**src/rtl/div_fmt_pkg.sv**
```systemverilog
// Shared types and ASCII frame constants for the divider result formatter.
// The optional divide-by-zero message is enabled with DIV_FMT_DZ_MSG_EN.
package div_fmt_pkg;

    typedef enum logic {
        IDLE = 1'b0,
        EMIT = 1'b1
    } state_t;

    localparam logic [7:0] CH_0  = 8'h30;
    localparam logic [7:0] CH_R  = 8'h52;
    localparam logic [7:0] CH_D  = 8'h44;
    localparam logic [7:0] CH_Z  = 8'h5A;
    localparam logic [7:0] CH_LF = 8'h0A;

    localparam int IDX_W = 3;

    localparam logic [IDX_W-1:0] FRAME_LEN    = 3'd6;
    localparam logic [IDX_W-1:0] DZ_FRAME_LEN = 3'd3;

endpackage

```
**src/rtl/bin4_to_ascii2.sv**
```systemverilog
// Combinational 4-bit value to two ASCII decimal digits, leading zero kept.
module bin4_to_ascii2
    import div_fmt_pkg::*;
(
    input  logic [3:0] i_value,
    output logic [7:0] o_tens,
    output logic [7:0] o_units
);

    logic       w_ge10;
    logic [3:0] w_units_bin;

    assign w_ge10      = (i_value >= 4'd10);
    assign w_units_bin = w_ge10 ? (i_value - 4'd10) : i_value;

    assign o_tens  = w_ge10 ? (CH_0 + 8'd1) : CH_0;
    assign o_units = CH_0 + {4'b0000, w_units_bin};

endmodule

```
**src/rtl/div_ascii_formatter.sv**
```systemverilog
// Serialises one divider result into an ASCII frame, one byte per handshake.
// DIV_FMT_DZ_MSG_EN replaces the frame with "DZ\n" when the divisor was zero.
module div_ascii_formatter
    import div_fmt_pkg::*;
(
    input  logic       clk,
    input  logic       rst_n,
    input  logic       in_valid,
    output logic       in_ready,
    input  logic [3:0] in_quotient,
    input  logic [3:0] in_remainder,
    input  logic       in_dz,
    output logic       out_valid,
    input  logic       out_ready,
    output logic [7:0] out_data,
    output logic       out_last,
    output logic       busy
);

    state_t           r_state;
    state_t           w_next_state;
    logic [IDX_W-1:0] r_idx;
    logic [IDX_W-1:0] w_len;
    logic [3:0]       r_quot;
    logic [3:0]       r_rem;
    logic [7:0]       w_q_tens;
    logic [7:0]       w_q_units;
    logic [7:0]       w_r_tens;
    logic [7:0]       w_r_units;
    logic [7:0]       w_data;
    logic             w_capture;
    logic             w_advance;
    logic             w_is_last;

`ifdef DIV_FMT_DZ_MSG_EN
    logic r_dz;
    assign w_len = r_dz ? DZ_FRAME_LEN : FRAME_LEN;
`else
    logic w_dz_unused;
    assign w_dz_unused = in_dz;
    assign w_len       = FRAME_LEN;
`endif

    bin4_to_ascii2 u_quot_ascii (
        .i_value (r_quot),
        .o_tens  (w_q_tens),
        .o_units (w_q_units)
    );

    bin4_to_ascii2 u_rem_ascii (
        .i_value (r_rem),
        .o_tens  (w_r_tens),
        .o_units (w_r_units)
    );

    // in_ready is held low during reset so no capture can race the reset edge.
    assign in_ready  = rst_n && (r_state == IDLE);
    assign w_capture = in_valid && in_ready;
    assign out_valid = (r_state == EMIT);
    assign busy      = out_valid;
    assign w_advance = out_valid && out_ready;
    assign w_is_last = (r_idx == (w_len - 3'd1));
    assign out_last  = out_valid && w_is_last;
    assign out_data  = w_data;

    // NOTE: every signal written here gets a default first, so no latch is inferred.
    always_comb begin
        w_next_state = r_state;
        case (r_state)
            IDLE:    if (w_capture) w_next_state = EMIT;
            EMIT:    if (w_advance && w_is_last) w_next_state = IDLE;
            default: w_next_state = IDLE;
        endcase
    end

    always_comb begin
        w_data = 8'h00;
        if (out_valid) begin
            case (r_idx)
                3'd0:    w_data = w_q_tens;
                3'd1:    w_data = w_q_units;
                3'd2:    w_data = CH_R;
                3'd3:    w_data = w_r_tens;
                3'd4:    w_data = w_r_units;
                default: w_data = CH_LF;
            endcase
`ifdef DIV_FMT_DZ_MSG_EN
            if (r_dz) begin
                case (r_idx)
                    3'd0:    w_data = CH_D;
                    3'd1:    w_data = CH_Z;
                    default: w_data = CH_LF;
                endcase
            end
`endif
        end
    end

    // NOTE: state is updated with non-blocking assignments so all registers see pre-edge values.
    always_ff @(posedge clk) begin
        if (!rst_n) begin
            r_state <= IDLE;
            r_idx   <= '0;
            r_quot  <= '0;
            r_rem   <= '0;
`ifdef DIV_FMT_DZ_MSG_EN
            r_dz    <= 1'b0;
`endif
        end else begin
            r_state <= w_next_state;
            if (w_capture) begin
                r_idx  <= '0;
                r_quot <= in_quotient;
                r_rem  <= in_remainder;
`ifdef DIV_FMT_DZ_MSG_EN
                r_dz   <= in_dz;
`endif
            end else if (w_advance) begin
                r_idx <= w_is_last ? '0 : (r_idx + 3'd1);
            end
        end
    end

endmodule

```
**config.mk**
```make
export PLATFORM = sky130hd
export DESIGN_NAME = div_ascii_formatter
export DESIGN_NICKNAME = d
export VERILOG_FILES = /design/src/rtl/div_fmt_pkg.sv /design/src/rtl/bin4_to_ascii2.sv /design/src/rtl/div_ascii_formatter.sv
export SDC_FILE = /design/constraint.sdc
export NUM_CORES = 1
export LEC_CHECK = 0
export CAP_MARGIN = 10
export CORE_MARGIN = 2
export CORE_UTILIZATION = 50
export DETAILED_ROUTE_END_ITERATION = 12
export DONT_BUFFER_PORTS = 1
export GPL_TIMING_DRIVEN = 0
export SLEW_MARGIN = 20
export SYNTH_ARGS = -nofsm -noshare
export SYNTH_HDL_FRONTEND = slang
export SYNTH_SLANG_ARGS = --single-unit
export TNS_END_PERCENT = 20
```
**constraint.sdc**
```tcl
create_clock -name clk -period 2.12 [get_ports clk]
set_input_delay 0.424 -clock clk [delete_from_list [all_inputs] [get_ports clk]]
set_output_delay 0.424 -clock clk [all_outputs]
set_load 0.1 [all_outputs]
```
### Yosys cells after proc, flatten, opt, wreduce, memory -nomap -nowiden

Cells that the tools add are included.

| storage, ports and cells | value |
|---|---|
| input bits | 13 |
| logic and storage cells | 35 |
| bits in registers | 12 |

| cells by class | value |
|---|---|
| reductions and logical operators | 7 |
| equality and inequality tests | 5 |
| bitwise operators | 2 |
| order comparisons | 2 |
| mux-type cells | 10 |
| add/subtract/negate cells | 5 |

Operators with widths:

| kind | number |
|---|---|
| $pmux 8 s5 | 1 |
| $add 6x4->7 const A | 2 |
| $ge 4x4->1 const B | 2 |
| $mux 4 | 2 |
| $mux 8 | 1 |
| $sub 4x4->4 const B | 2 |
| $eq 3x2->1 const B | 2 |
| $eq 3x3->1 const B | 2 |
| $logic_and 1x1->1 | 5 |
| $mux 1 | 4 |
| $add 3x1->3 const B | 1 |
| $eq 3x1->1 const B | 1 |
| $logic_not 3->1 | 1 |
| $mux 3 | 1 |
| $not 1->1 | 2 |
| $pmux 1 s2 | 1 |
| $reduce_or 2->1 | 1 |

### Depth between registers and ports, before layout

Gate-level depths: netlist of the first run.

| depth | value |
|---|---|
| depth in word-level cells | 5 |
| mapped depth | 6 |
| mapped depth without buffers | 5 |

### Cells and area by module

Synthesis of the first run repeated with hierarchy kept, for this count alone.

| unflattened totals | value |
|---|---|
| cell total of the unflattened synthesis | 163 |
| area total of the unflattened synthesis | 1237.4 um^2 |

By module, submodules not included:

| module | area an instance (um^2) | sequential area each (um^2) | cells each | times used |
|---|---|---|---|---|
| div_ascii_formatter | 907.1 | 240.2 | 113 | 1 |
| bin4_to_ascii2 | 165.2 | 0.0 | 25 | 2 |

### Worst setup path after synthesis of the first run

Ideal clock, no wire load.

| path | value |
|---|---|
| kind | register -> output |
| from | register r_state (netlist: busy) |
| to | output out_data[6] |
| arrival | 3429 ps |
| data required time | 1696 ps |
| cell stages (with the launch flop) | 4 |
| slack | -1733 ps |
| buffers on the path | 1 |
| cells stage by stage | dfxtp_1 > buf_2 > inv_1 > nor3_1 |

| between the ends | value |
|---|---|
| cells in the longest elaborated chain, start to end | 1 |

Ends and longest elaborated chain:

| item | line | RTL |
|---|---|---|
| start: declaration | div_ascii_formatter.sv:20 | `state_t r_state;` |
| start signal: assignment | div_ascii_formatter.sv:110 | `r_state <= w_next_state;` |
| $mux 8 | div_ascii_formatter.sv:78 | `if (out_valid) begin` |
| end: declaration | div_ascii_formatter.sv:15 | `output logic [7:0] out_data,` |

No other way between the ends.

### Worst setup path after layout of the first run

| path | value |
|---|---|
| from | register r_idx[0] |
| to | output out_data[0] |

| between the ends | value |
|---|---|
| cells in the longest elaborated chain, start to end | 3 |
| elaborated cells on any way between the ends | 7 |
| those cells by class | eq/ne (4); mux (2); reduce/logical (1) |

Ends and longest elaborated chain:

| item | line | RTL |
|---|---|---|
| start: declaration | div_ascii_formatter.sv:22 | `logic [IDX_W-1:0] r_idx;` |
| start signal: assignment | div_ascii_formatter.sv:119 | `r_idx <= w_is_last ? '0 : (r_idx + 3'd1);` |
| $eq 3x3->1, or another cell as far along | div_ascii_formatter.sv:79 | `case (r_idx)` |
| $pmux 8 s5 (*) | div_ascii_formatter.sv:79 |  |
| $mux 8 (*) | div_ascii_formatter.sv:78 |  |

Mark *: on every way between the ends. The rest lies on a longest branch, timed or not.

==> impl_metrics.toml, run 1 <==
[clock_network]
clk_pin_slew_ns = 0.07
cts_tree = "yes"
cts_buffers = 3
cts_max_path_buffers = 2
clock_latency_ns = 0.27
cts-htree-levels = 1
cts_num_sinks = 12
cts_root_buf = "clkbuf_4"

[sta]
slew_headroom_pct = 34.5
tightest_slew_ns = 0.980
setup_slack_ns = -0.451
skew_ns = 0.00549
setup_violations = 7
fin_crit_ns = 2.57
finalHoldViolCount = 0
drv_slew = 0
max_clock_freq_mhz = 389
period_share_pct = 121
rsz0062_at_grt = "true"
tns_ns = -1.83

[global_route]
overflow = 0
grt_use_total_pct = 22.4
antenna_found_initial = 0
first_global_vias = 791
grt_start_max_net_pins = 11
grt_pass1_wl_um = 3300

[die]
die_h_um = 44.8
die-area_um2 = 2010
pin_count = 25
start_util_pct = 54.0
core_um2 = 1540
die_x_um = 44.8
std_cell_rows = 14

[route]
drc = 0
postRouteAntennaNets = 0
wl_per_cell_um = 13.7
drt_first_pass_iters = 4
post_drt_via_cell_ratio = 5.57
drt-total-wl_um = 1970
drt_iter0_drc = 16
num_vias = 797

[synth]
synth_seq_cells = 12
synthXorXnorAreaFrac_pct = 1.05
synth_area_um2 = 832
synth.area.top_cells = "dfxtp_1 29%, nand2_1 9.9%, a21boi_1 7.2%, ha_1 4.5%, a21oi_1 3.6%"
synth_commonest_cells = "22 x nand2_1, 12 x dfxtp_1, 8 x a21boi_1, 7 x inv_1, 6 x a21oi_1"
ys.warnings.count = 0
ys.flop_type = "dfxtp_1"
seq_area_frac_synth_pct = 28.9
synth_top_family_by_area = "simple AND/OR/NAND/NOR gates"
synth_fa_ha_area_share_pct = 5.86
synth_most_common_cell = "nand2_1"
async_reset_ff_share_pct = 0
synth_cells = 111
synth_top_area_share_pct = 28.9
avgSynthCellArea_um2 = 7.50
synthDistinctLibCells = 38
synthMuxAreaShare_pct = 1.20
synth_area_leader_cell = "dfxtp_1"
synth_edf_count = 0
synth_fp_nets = 127
synth_simple_gate_area_share_pct = 30.2
synth_compound_area_share_pct = 22.7

[layout]
nets = 144
finish.instance_area_um2 = 1120
num_antenna_cells = 0
area_growth_pct = 34.9
drive_above_1_share_pct = 34.6
fin_util_pct = 72.8

[status]
outcome = "complete, but fails checks"
violations = "negative setup slack"

[placement]
place_hpwl_um = 1310
io_buffers = 0
dp_slack_ns = -0.437
placed_cell_area_um2 = 918
place_congestion = 0.764

[power_and_ir_drop]
p_leak_nw = 0.403
p_per_area_nw_per_um2 = 487
irDropWorstVdd_mv = 0.391

[worst_setup_path]
cp-start-kind = "flop"
path_cells = "buf_6 > maj3_2 > a21oi_4 > o21a_4"
cp_max_fo = 3
worstPathArrival_ns = 2.15
crit_path_end_kind = "output pin"
slowest_stage = "a21oi_4"
required_ns = 1.70
cpPeakStageDelay_ns = 0.64
critical_path_class = "flop to output pin"

[worst_hold_path]
worstHoldPathType = "input pin to flop"

[flow_run]
maxCapViolCount = 0
worst max-delay path: cells and delay by family (launching register included):
| family | cells | cell delay [ns] |
|---|---|---|
| adders and majority gates | 1 | 0.33 |
| AOI/OAI and AO/OA | 2 | 1.07 |
| buffers and inverters | 1 | 0.11 |
| DFF | 1 | 0.36 |
flip-flops by register name, summed over array words and instances, names as in the netlist:
register,cells
r_quot,4
r_rem,4
r_idx,3
busy,1
where the power goes:
group | leakage [nW] | total, W | internal (W) | switching (W)
registers | 0.101 | 0.000258 | 0.000236 | 0.0000229
logic | 0.287 | 0.000142 | 0.0000451 | 0.0000969
clock network | 0.0150 | 0.000146 | 0.0000729 | 0.0000733
total | 0.403 | 0.000547 | 0.000354 | 0.000193
final cells by class:
| type | count | area, µm² |
|---|---|---|
| buffer | 9 | 76.3 |
| clock buffer | 4 | 26.3 |
| fill | 122 | 419 |
| inverter | 7 | 30.0 |
| multi-input combinational | 83 | 618 |
| sequential | 12 | 250 |
| tap | 16 | 20.0 |
| timing repair buffer | 12 | 101 |
cell families after synthesis:
logic type | after synthesis
simple gates | 48
compound gates | 28
buf+inv | 16
flops | 12
fa+ha+maj | 4
other cells | 1
xor+xnor | 1
mux | 1
layer usage:
| layer | share of wire [%] | routed length, µm | vias to the layer above | GRT usage [%] |
|---|---|---|---|---|
| li1 | - | - | 411 | - |
| met1 | 45 | 883 | 358 | 29.2 |
| met2 | 49 | 966 | 28 | 38.8 |
| met3 | 5.9 | 115 | 0 | 3.60 |
| met4 | 0 | 0 | 0 | 5.29 |
| met5 | 0 | 0 | - | 0 |
through the flow:
step / hold WS [ns] / cells / total power, W
2_1_floorplan: 0.435 / 111 / 0.000370
3_3_place_gp: 0.446 / 127 / 0.000382
3_5_place_dp: 0.447 / 127 / 0.000385
4_1_cts: 0.241 / 141 / 0.000547
5_1_grt: 0.245 / 143 / 0.000577
6_report: 0.243 / 143 / 0.000547
path summary, 6_finish.rpt:
path | slack [ns] | to | cells past startpoint | start
max | -0.45 | out_data[0] | 4 | r_idx[0]
min | 0.24 | busy | 1 | out_ready
max reg2reg | 0.60 | r_idx[2] | 5 | busy
min reg2reg | 0.46 | r_quot[0] | 2 | r_quot[0]
layout by cell type, fill, tap and decap left out, types with 3 or more instances in the layout:
cell,n
nand2_1,22
buf_4,11
a21boi_1,8
dfxtp_1,8
buf_6,6
inv_1,5
nor2_1,5
a21oi_1,4
nand3b_1,4
nand2b_1,3
clkbuf_1,3
clkbuf_4,3
timing repair:
| action | CTS | global route |
|---|---|---|
| setup endpoints to repair | 9 | 8 |
| pin swaps | 7 | 2 |
| resized for setup | 27 | 1 |
| hold buffers | 0 | 0 |
| cloned | 0 | 0 |
| setup buffers | 10 | 2 |
No activity file was read; power rests on OpenSTA's default activity.
==> run 2: changes to the inputs <==
--- a/config.mk
+++ b/config.mk
@@ -5,6 +5,7 @@
 export SDC_FILE = /design/constraint.sdc
 export NUM_CORES = 1
 export LEC_CHECK = 0
+export ABC_AREA = 1
 export CAP_MARGIN = 10
 export CORE_MARGIN = 2
 export CORE_UTILIZATION = 50
==> run 2 against run 1 <==
  * The run still ends with negative setup slack left
  * Core utilization fell by 5.4 points
  * Global-route usage fell by 2.9 points
  * Worst setup slack improved by 0.30 ns
  * Largest power group unchanged
  * Worst hold slack improved by 0.065 ns
  * Combinational power barely moved
  * Critical path depth fell by 1
  * Clock power rose by 22%
==> impl_metrics.toml, run 2 <==
[sta]
holdWs_ns = 0.307
max_clock_freq_mhz = 440
rsz0062_at_grt = "true"
tightest_slew_ns = 0.980
period_share_pct = 107
slew_headroom_pct = 34.4
finalHoldViolCount = 0
setup_violations = 5
fin_crit_ns = 2.27
setup_slack_ns = -0.155
drv_slew = 0
skew_ns = 0.00106

[worst_setup_path]
cp-start-kind = "flop"
crit_end = "out_data[6]"
timing.rr.end = "busy"
critical_path_class = "flop to output pin"
crit_path_end_kind = "output pin"
r2r_cells = 5
rrSetupSlack_ns = 0.38
crit_start = "busy"
required_ns = 1.70
reg2reg_from = "busy"
worstPathArrival_ns = 1.85
cp_max_fo = 4

[clock_network]
cts_buffers = 3
cts_num_sinks = 12
cts-htree-levels = 1
cts_max_path_buffers = 2
cts_tree = "yes"
clock_latency_ns = 0.26
cts_root_buf = "clkbuf_4"
clk_pin_slew_ns = 0.08

[route]
num_vias = 765
postRouteAntennaNets = 0
drt_iter0_drc = 11
drc = 0
drt-total-wl_um = 1680
wl_per_cell_um = 11.9
drt_first_pass_iters = 4
post_drt_via_cell_ratio = 5.43

[layout]
drive_above_1_share_pct = 41.6
finish.instance_area_um2 = 1000
layout.filler_cells = 140
num_antenna_cells = 0
fin_util_pct = 67.4
nets = 142
mostFrequentLayoutCells = "25 x nand2_1, 10 x nand3_1, 9 x buf_4"
area_growth_pct = 28.3
final_common_cell = "nand2_1"
largest_registers = "r_quot (4), r_rem (4), r_idx (3)"

[synth]
synth_area_leader_cell = "dfxtp_1"
synth_seq_cells = 12
synthMuxAreaShare_pct = 0
synth_compound_area_share_pct = 22.9
synth_top_family_by_area = "simple AND/OR/NAND/NOR gates"
synth_fa_ha_area_share_pct = 4.80
synth_area_um2 = 782
synthXorXnorAreaFrac_pct = 0
avgSynthCellArea_um2 = 6.86
ys.flop_type = "dfxtp_1"
synth_fp_nets = 130
async_reset_ff_share_pct = 0
synth_cells = 114
synthDistinctLibCells = 23
seq_area_frac_synth_pct = 30.7
ys.warnings.count = 0
synth.area.top_cells = "dfxtp_1 31%, nand2_1 13%, nand3_1 6.4%, a32o_1 5.1%, ha_1 4.8%"
synth_simple_gate_area_share_pct = 29.0
synth_top_area_share_pct = 30.7
synth_most_common_cell = "nand2_1"
synth_commonest_cells = "27 x nand2_1, 12 x dfxtp_1, 10 x inv_1, 10 x nand3_1, 8 x inv_2"
synth_edf_count = 0

[placement]
placed_cell_area_um2 = 856
place_congestion = 0.753
place_hpwl_um = 1220
io_buffers = 0

[power_and_ir_drop]
p_total_w = 0.000580
irDropWorstVdd_mv = 0.405
p_per_area_nw_per_um2 = 578
p_leak_nw = 0.415

[global_route]
grt_use_total_pct = 19.5
first_global_vias = 669
antenna_found_initial = 0
grt_start_max_net_pins = 11
grt_pass1_wl_um = 2820
overflow = 0

[die]
die-area_um2 = 1900
die_x_um = 43.5
std_cell_rows = 14
die_h_um = 43.5
start_util_pct = 52.5
core_um2 = 1490
pin_count = 25

[worst_hold_path]
worstHoldPathType = "input pin to flop"

[status]
outcome = "complete, but fails checks"
violations = "negative setup slack"

[flow_run]
maxCapViolCount = 0
## run 2: cell count changes in the layout (fill, tap and decap cells not counted), moves of 4 or more
cell	change
a32o_1	+4
dfxtp_1	-4
buf_6	-6
nor2_4	+5
nand3b_1	-4
nand3_1	+9
inv_2	+6
a21boi_1	-8
## run 2: layout make-up
type                            count  area [µm²]  area share, %
Buffer                              4        35.0           3.49
Clock buffer                        4        36.3           3.62
Inverter                           18        87.6           8.73
Multi-Input combinational cell     80         514           51.2
Sequential cell                    12         258           25.7
Tap cell                           16        20.0           2.00
Timing Repair Buffer                7        52.6           5.24
## run 2: how the worst min path moves through the flow
stage,start,to,slack [ns],depth (start not counted)
floorplan,r_quot[0],r_quot[0],0.44,1
global placement,r_quot[0],r_quot[0],0.48,1
detailed placement,r_rem[0],r_rem[0],0.48,1
CTS,in_quotient[2],r_quot[2],0.30,2
global route,in_remainder[3],r_rem[3],0.30,1
finish,in_quotient[2],r_quot[2],0.31,2
## run 2: kinds of logic (layout without fill, tap and decap cells)
| family | count (synthesis) | in the layout |
|---|---|---|
| DFF | 12 | 12 |
| adders and majority gates | 3 | 3 |
| AOI/OAI and AO/OA | 26 | 26 |
| buffers and inverters | 22 | 33 |
| other | 1 | 1 |
| and+or+nand+nor | 50 | 50 |
## run 2: timing repair
| item | 4_1_cts | 5_1_grt |
|---|---|---|
| pin swaps | 1 | 5 |
| resized for setup | 20 | 3 |
| hold buffers | 0 | 0 |
| cloned | 0 | 0 |
| setup buffers | 2 | 5 |
| endpoints found under the setup margin | 8 | 6 |
## run 2: per-stage QoR
| stage | TNS (ns) | setup slack [ns] | std cells |
|---|---|---|---|
| after floorplan | -0.230 | -0.0880 | 114 |
| after CTS | -0.308 | -0.170 | 136 |
| after global routing | -0.848 | -0.197 | 141 |
| final | -0.302 | -0.155 | 141 |
| after detailed placement | -0.475 | -0.214 | 130 |
| after global placement | -0.458 | -0.200 | 130 |
## run 2: critical path, cell delays in order, from the launching register on
cell and delay (ns):
dfxtp_4 0.55, buf_8 0.17, clkinv_8 0.05, nor3_4 0.80
## run 2: per-layer routing
metal	up-vias	global-route usage, %	wire length [µm]
li1	399	-	-
met1	341	28.0	826
met2	21	28.8	757
met3	4	2.08	70
met4	0	9.70	26
met5	-	0	0
## run 2: power by group
group | internal, W | leakage, nW | total (W) | switching [W]
Clock | 0.000104 | 0.0210 | 0.000178 | 0.0000738
Combinational | 0.0000423 | 0.292 | 0.000143 | 0.000101
Sequential | 0.000236 | 0.103 | 0.000258 | 0.0000223
Total | 0.000383 | 0.415 | 0.000580 | 0.000197
==> edit 1, RTL diff (flow settings as in run 2) <==
Build with the macro `DIV_FMT_DZ_MSG_EN` defined.
--- a/src/rtl/div_ascii_formatter.sv
+++ b/src/rtl/div_ascii_formatter.sv
@@ -2,2 +2,4 @@
 // DIV_FMT_DZ_MSG_EN replaces the frame with "DZ\n" when the divisor was zero.
+`define DIV_FMT_DZ_MSG_EN
+
 module div_ascii_formatter
Behaviour: not the same (a bounded check fails within 4 cycles, from zero or initial values and one cycle with rst_n low).
==> edit 1 against run 2 <==
The flow still finishes with violations (setup timing); area after synthesis up 15%; global-route usage up 2.0 points; design area up 18%; sequential cell count up 1; sequential share of layout area down 2.5 points; total power up 20%; wire length up 30%; via count up 20%; setup slack worse by 0.024 ns; first-iteration DRC count up 64%; combinational power up 72%; highest routed layer unchanged; core utilization up 2.2 points.
==> edit 1: results (changes against run 2) <==
| Metric | Value |
|---|---|
| Pint | `0.0003882 W (was 0.0003826 W)` |
| Layout filler cell count | `147 (was 140)` |
| Worst Tran Pin Value | `0.9807 ns (was 0.9801 ns)` |
| Post-DP HPWL | `1.556 mm (was 1.222 mm)` |
| Hold EP | `busy (was r_quot[2])` |
| Dpl ws | `-0.2948 ns (was -0.2141 ns)` |
| Critical R2R Capture | `r_dz (was busy)` |
| WL met3 | `119 µm (was 70 µm)` |
| Cells after synthesis | `137 (was 114)` |
| Run status | `complete, but fails checks (unchanged)` |
| Reg2reg setup slack | `0.60 ns (was 0.38 ns)` |
| FF-to-FF path depth | `4 (was 5)` |
| WP data arrival | `1.88 ns (was 1.85 ns)` |
| Vias in the first global route | `756 (was 669)` |
| Worst Clk Skew | `0.003690 ns (was 0.001063 ns)` |
| CP max stage cell | `nor2_4 (was nor3_4)` |
| Total Routing Usage GR | `21.51% (was 19.47%)` |
| RePlAce Congestion | `0.8191 (was 0.7533)` |
| Synth area leaders | `dfxtp_1 (29%), nand2_1 (11%), ha_1 (9.8%), nand3_1 (8.4%), o21ai_1 (6.7%) (was dfxtp_1 (31%), nand2_1 (13%), nand3_1 (6.4%), a32o_1 (5.1%), ha_1 (4.8%))` |
| Setup violations, final | `7 (was 5)` |
| LEAKAGE | `0.4487 nW (was 0.4154 nW)` |
| Complex-gate fraction of the synthesized area | `18.97% (was 22.88%)` |
| Initial DRC count | `18 (was 11)` |
| DR vias/cell | `5.357 (was 5.426)` |
| Worst VDD drop | `439.6 µV (was 405.0 µV)` |
| Sequential share of the synthesized area | `29.01% (was 30.72%)` |
| 1st-pass router iterations | `5 (was 4)` |
| Critical Path Max Stage Delay | `0.50 ns (was 0.80 ns)` |
| Power share of the combinational group | `35.3% (was 24.7%)` |
| Violated checks | `setup timing (unchanged)` |
| Met1 usage | `31.83% (was 27.98%)` |
| Hold WS | `0.2849 ns (was 0.3074 ns)` |
| Met1 Wirelength | `1.017 mm (was 826 µm)` |
| Final Non-Filler Cells | `171 (was 141)` |
| HP Start | `rst_n (was in_quotient[2])` |
| Grt met3 use | `2.353% (was 2.083%)` |
| Share of cells above drive strength 1 | `37.67% (was 41.60%)` |
| Routed len/inst | `12.81 µm (was 11.91 µm)` |
| Total Power | `0.0006961 W (was 0.0005796 W)` |
| First-pass GRT wire length | `3.291 mm (was 2.822 mm)` |
| Syn nets | `157 (was 130)` |
| CP startpoint | `r_idx[1] (was busy)` |
| Area after DPL | `984.7 µm² (was 855.8 µm²)` |
| Worst Setup EP | `out_data[3] (was out_data[6])` |
| Routed length on met2 | `1.022 mm (was 757 µm)` |
| GRT met2 Usage | `30.83% (was 28.82%)` |
| Distinct cells, synth | `25 (was 23)` |
| Adder-Cell Fraction of Synth Area | `9.763% (was 4.800%)` |
| Synth cell count leaders | `nand2_1 (26), inv_1 (16), nor2_1 (16) (was nand2_1 (27), dfxtp_1 (12), inv_1 (10), nand3_1 (10), inv_2 (8))` |
| Setup WS post-layout | `-0.1791 ns (was -0.1550 ns)` |
-- edit 1: cell types whose count changed in the layout (fill, tap and decap cells not counted), sizes merged, moves of 2 or more --
cell | before | now
nand2 | 28 | 26
o21bai | 2 | 0
o21ai | 10 | 13
a32o | 4 | 2
nor2 | 11 | 17
ha | 3 | 7
buf | 11 | 8
a21oi | 8 | 11
inv | 15 | 18
nand3 | 10 | 16
-- edit 1: area by class of cell --
class                           count  share of cell area [%]
Multi-Input combinational cell     99                   57.26
Tap cell                           25                   2.632
Timing Repair Buffer                5                   4.105
Clock buffer                        3                   1.895
Buffer                              4                   2.000
Inverter                           21                   8.526
Clock inverter                      1                  0.4211
Sequential cell                    13                   23.16
-- edit 1: timing repair --
| item | in CTS | in global routing |
|---|---|---|
| setup endpoints to repair | 7 | 7 |
| pin swaps | 2 | 13 |
| setup buffers | 4 | 0 |
| resized for setup | 21 | 25 |
==> edit 2, RTL diff (settings of run 2) <==
Made on the original files. Make the reset (`rst_n`) asynchronous in one clocked block.
--- a/src/rtl/div_ascii_formatter.sv
+++ b/src/rtl/div_ascii_formatter.sv
@@ -99,3 +99,3 @@
     // NOTE: state is updated with non-blocking assignments so all registers see pre-edge values.
-    always_ff @(posedge clk) begin
+    always_ff @(posedge clk or negedge rst_n) begin
         if (!rst_n) begin
Function: differs if rst_n is asserted again (counterexample within 4 cycles, from zero or initial values and one cycle with rst_n low); with rst_n held inactive, the same outputs for 10 cycles.
==> edit 2 against run 2 <==
The run still ends with setup timing left; sequential cell count did not move; area after synthesis rose by 9.1%; count of clock-buffer cells in the layout did not move; wire length fell by 2.4%; first-iteration DRC count fell by 36%; setup slack got worse by 0.15 ns; via count fell by 12%; fmax fell by 6.3%; design area rose by 0.50%; die area rose by 8.3%; highest routed layer unchanged.
Power is not shown: default switching activity piles up to over one toggle a cycle in this logic, so the estimate is an artifact.
==> edit 2: results (changes against run 2) <==
| Metric | Value |
|---|---|
| Violated checks | `setup timing (unchanged)` |
| Synth cell count leaders | `nand2_1 (24), inv_1 (16), dfrtp_1 (12) (was nand2_1 (27), dfxtp_1 (12), inv_1 (10), nand3_1 (10), inv_2 (8))` |
| Largest net degree at the start of global routing | `13 (was 11)` |
| Fin nets | `132 (was 142)` |
| CP startpoint | `busy (unchanged)` |
| Routed len/inst | `12.52 µm (was 11.91 µm)` |
| Fraction of registers with async set/reset | `100.0% (was 0%)` |
| Total Routing Usage GR | `19.95% (was 19.47%)` |
| Sequential share of the synthesized area | `35.19% (was 30.72%)` |
| Share of cells above drive strength 1 | `34.78% (was 41.60%)` |
| Area after DPL | `940.9 µm² (was 855.8 µm²)` |
| Hold WS | `0.2938 ns (was 0.3074 ns)` |
| First-pass GRT wire length | `2.849 mm (was 2.822 mm)` |
| WP data arrival | `2.00 ns (was 1.85 ns)` |
| Vias in the first global route | `620 (was 669)` |
| Slew HR | `34.16% (was 34.45%)` |
| Primary FF master, synth | `dfrtp_1 (was dfxtp_1)` |
| Syn nets | `125 (was 130)` |
| Initial DRC count | `7 (was 11)` |
| Setup violations, final | `8 (was 5)` |
| Critical path fanouts, max | `8 (was 4)` |
| Worst Clk Skew | `0.001787 ns (was 0.001063 ns)` |
| Vias | `671 (was 765)` |
| Later-pin clock latency in the skew report | `0.27 ns` |
| Synth area leaders | `dfrtp_1 (35%), nand2_1 (11%), inv_1 (7.0%), mux2_4 (7.0%), ha_1 (4.4%) (was dfxtp_1 (31%), nand2_1 (13%), nand3_1 (6.4%), a32o_1 (5.1%), ha_1 (4.8%))` |
| RePlAce Congestion | `0.7964 (was 0.7533)` |
| Critical R2R Capture | `r_quot[0] (was busy)` |
| Setup WS post-layout | `-0.3079 ns (was -0.1550 ns)` |
| Post-DP HPWL | `1.287 mm (was 1.222 mm)` |
| FF-to-FF path depth | `3 (was 5)` |
| Reg2reg setup slack | `0.22 ns (was 0.38 ns)` |
| Run status | `complete, but fails checks (unchanged)` |
| Clk pin slew, worst setup/hold paths | `0.08 ns (about the same)` |
| Total CTS buffers | `3 (unchanged)` |
| Initial Util | `54.74% (was 52.52%)` |
| Distinct cells, synth | `22 (was 23)` |
## edit 2: cell count changes in the layout (fill, tap and decap cells not counted), sizes merged, moves of 2 or more
cell   before  now
nor2       11   14
a32o        4    0
nand3      10    6
mux2        0    4
dfrtp       0   12
dfxtp      12    0
buf        11    4
nand2      28   26
## edit 2: cells by family (layout without fill, tap and decap cells)
group           after synthesis  count (layout)  share of synthesized area, %
other cells                   1               1                        0.4395
flops                        12              12                         35.19
compound gates               20              20                         14.22
mux                           4               4                         7.038
fa+ha+maj                     3               3                         4.399
buf+inv                      21              27                         12.02
simple gates                 48              48                         26.69
## edit 2: area by class of cell
type / count / area [µm²]
Buffer: 3 / 35.03
Clock buffer: 4 / 36.28
Fill cell: 126 / 550.5
Inverter: 18 / 78.83
Multi-Input combinational cell: 76 / 515.5
Sequential cell: 12 / 305.3
Tap cell: 16 / 20.02
Timing Repair Buffer: 2 / 17.52
## edit 2: worst reg2reg max path, stage by stage, from the launching register on
cell     delay, ns
dfrtp_4       0.66
nor2_4        0.61
nand2_4       0.18
mux2_4        0.34
## edit 2: how the worst min path moves through the flow
| stage | start | end | cells past startpoint |
|---|---|---|---|
| final | in_remainder[3] | r_rem[3] | 1 |
| after detailed placement | rst_n | busy | 0 |
| after CTS | in_quotient[0] | r_quot[0] | 1 |
| after global placement | rst_n | busy | 0 |
| after global routing | in_remainder[0] | r_rem[0] | 1 |
| after floorplan | rst_n | r_idx[0] | 0 |
## edit 2: timing repair
item / CTS / global route
hold buffers: 1 / 0
setup buffers: 1 / 0
endpoints found under the hold margin: 12 / 0
resized for setup: 6 / 0
setup endpoints to repair: 8 / 8
pin swaps: 3 / 1
## edit 2: stage by stage
step / std cells / TNS [ns] / setup slack (ns)
detailed placement: 125 / -0.5774 / -0.2579
global placement: 125 / -0.5306 / -0.2286
finish: 131 / -1.896 / -0.3079
floorplan: 109 / -0.2234 / -0.1122
CTS: 131 / -2.128 / -0.3821
global route: 131 / -2.540 / -0.3832
## edit 2: per-layer routing
layer	up-vias	track usage, %	wire, µm
met4	0	8.824	9
met1	294	29.52	819
met3	2	2.400	56
li1	358	-	-
met2	17	29.14	755
met5	-	0	0
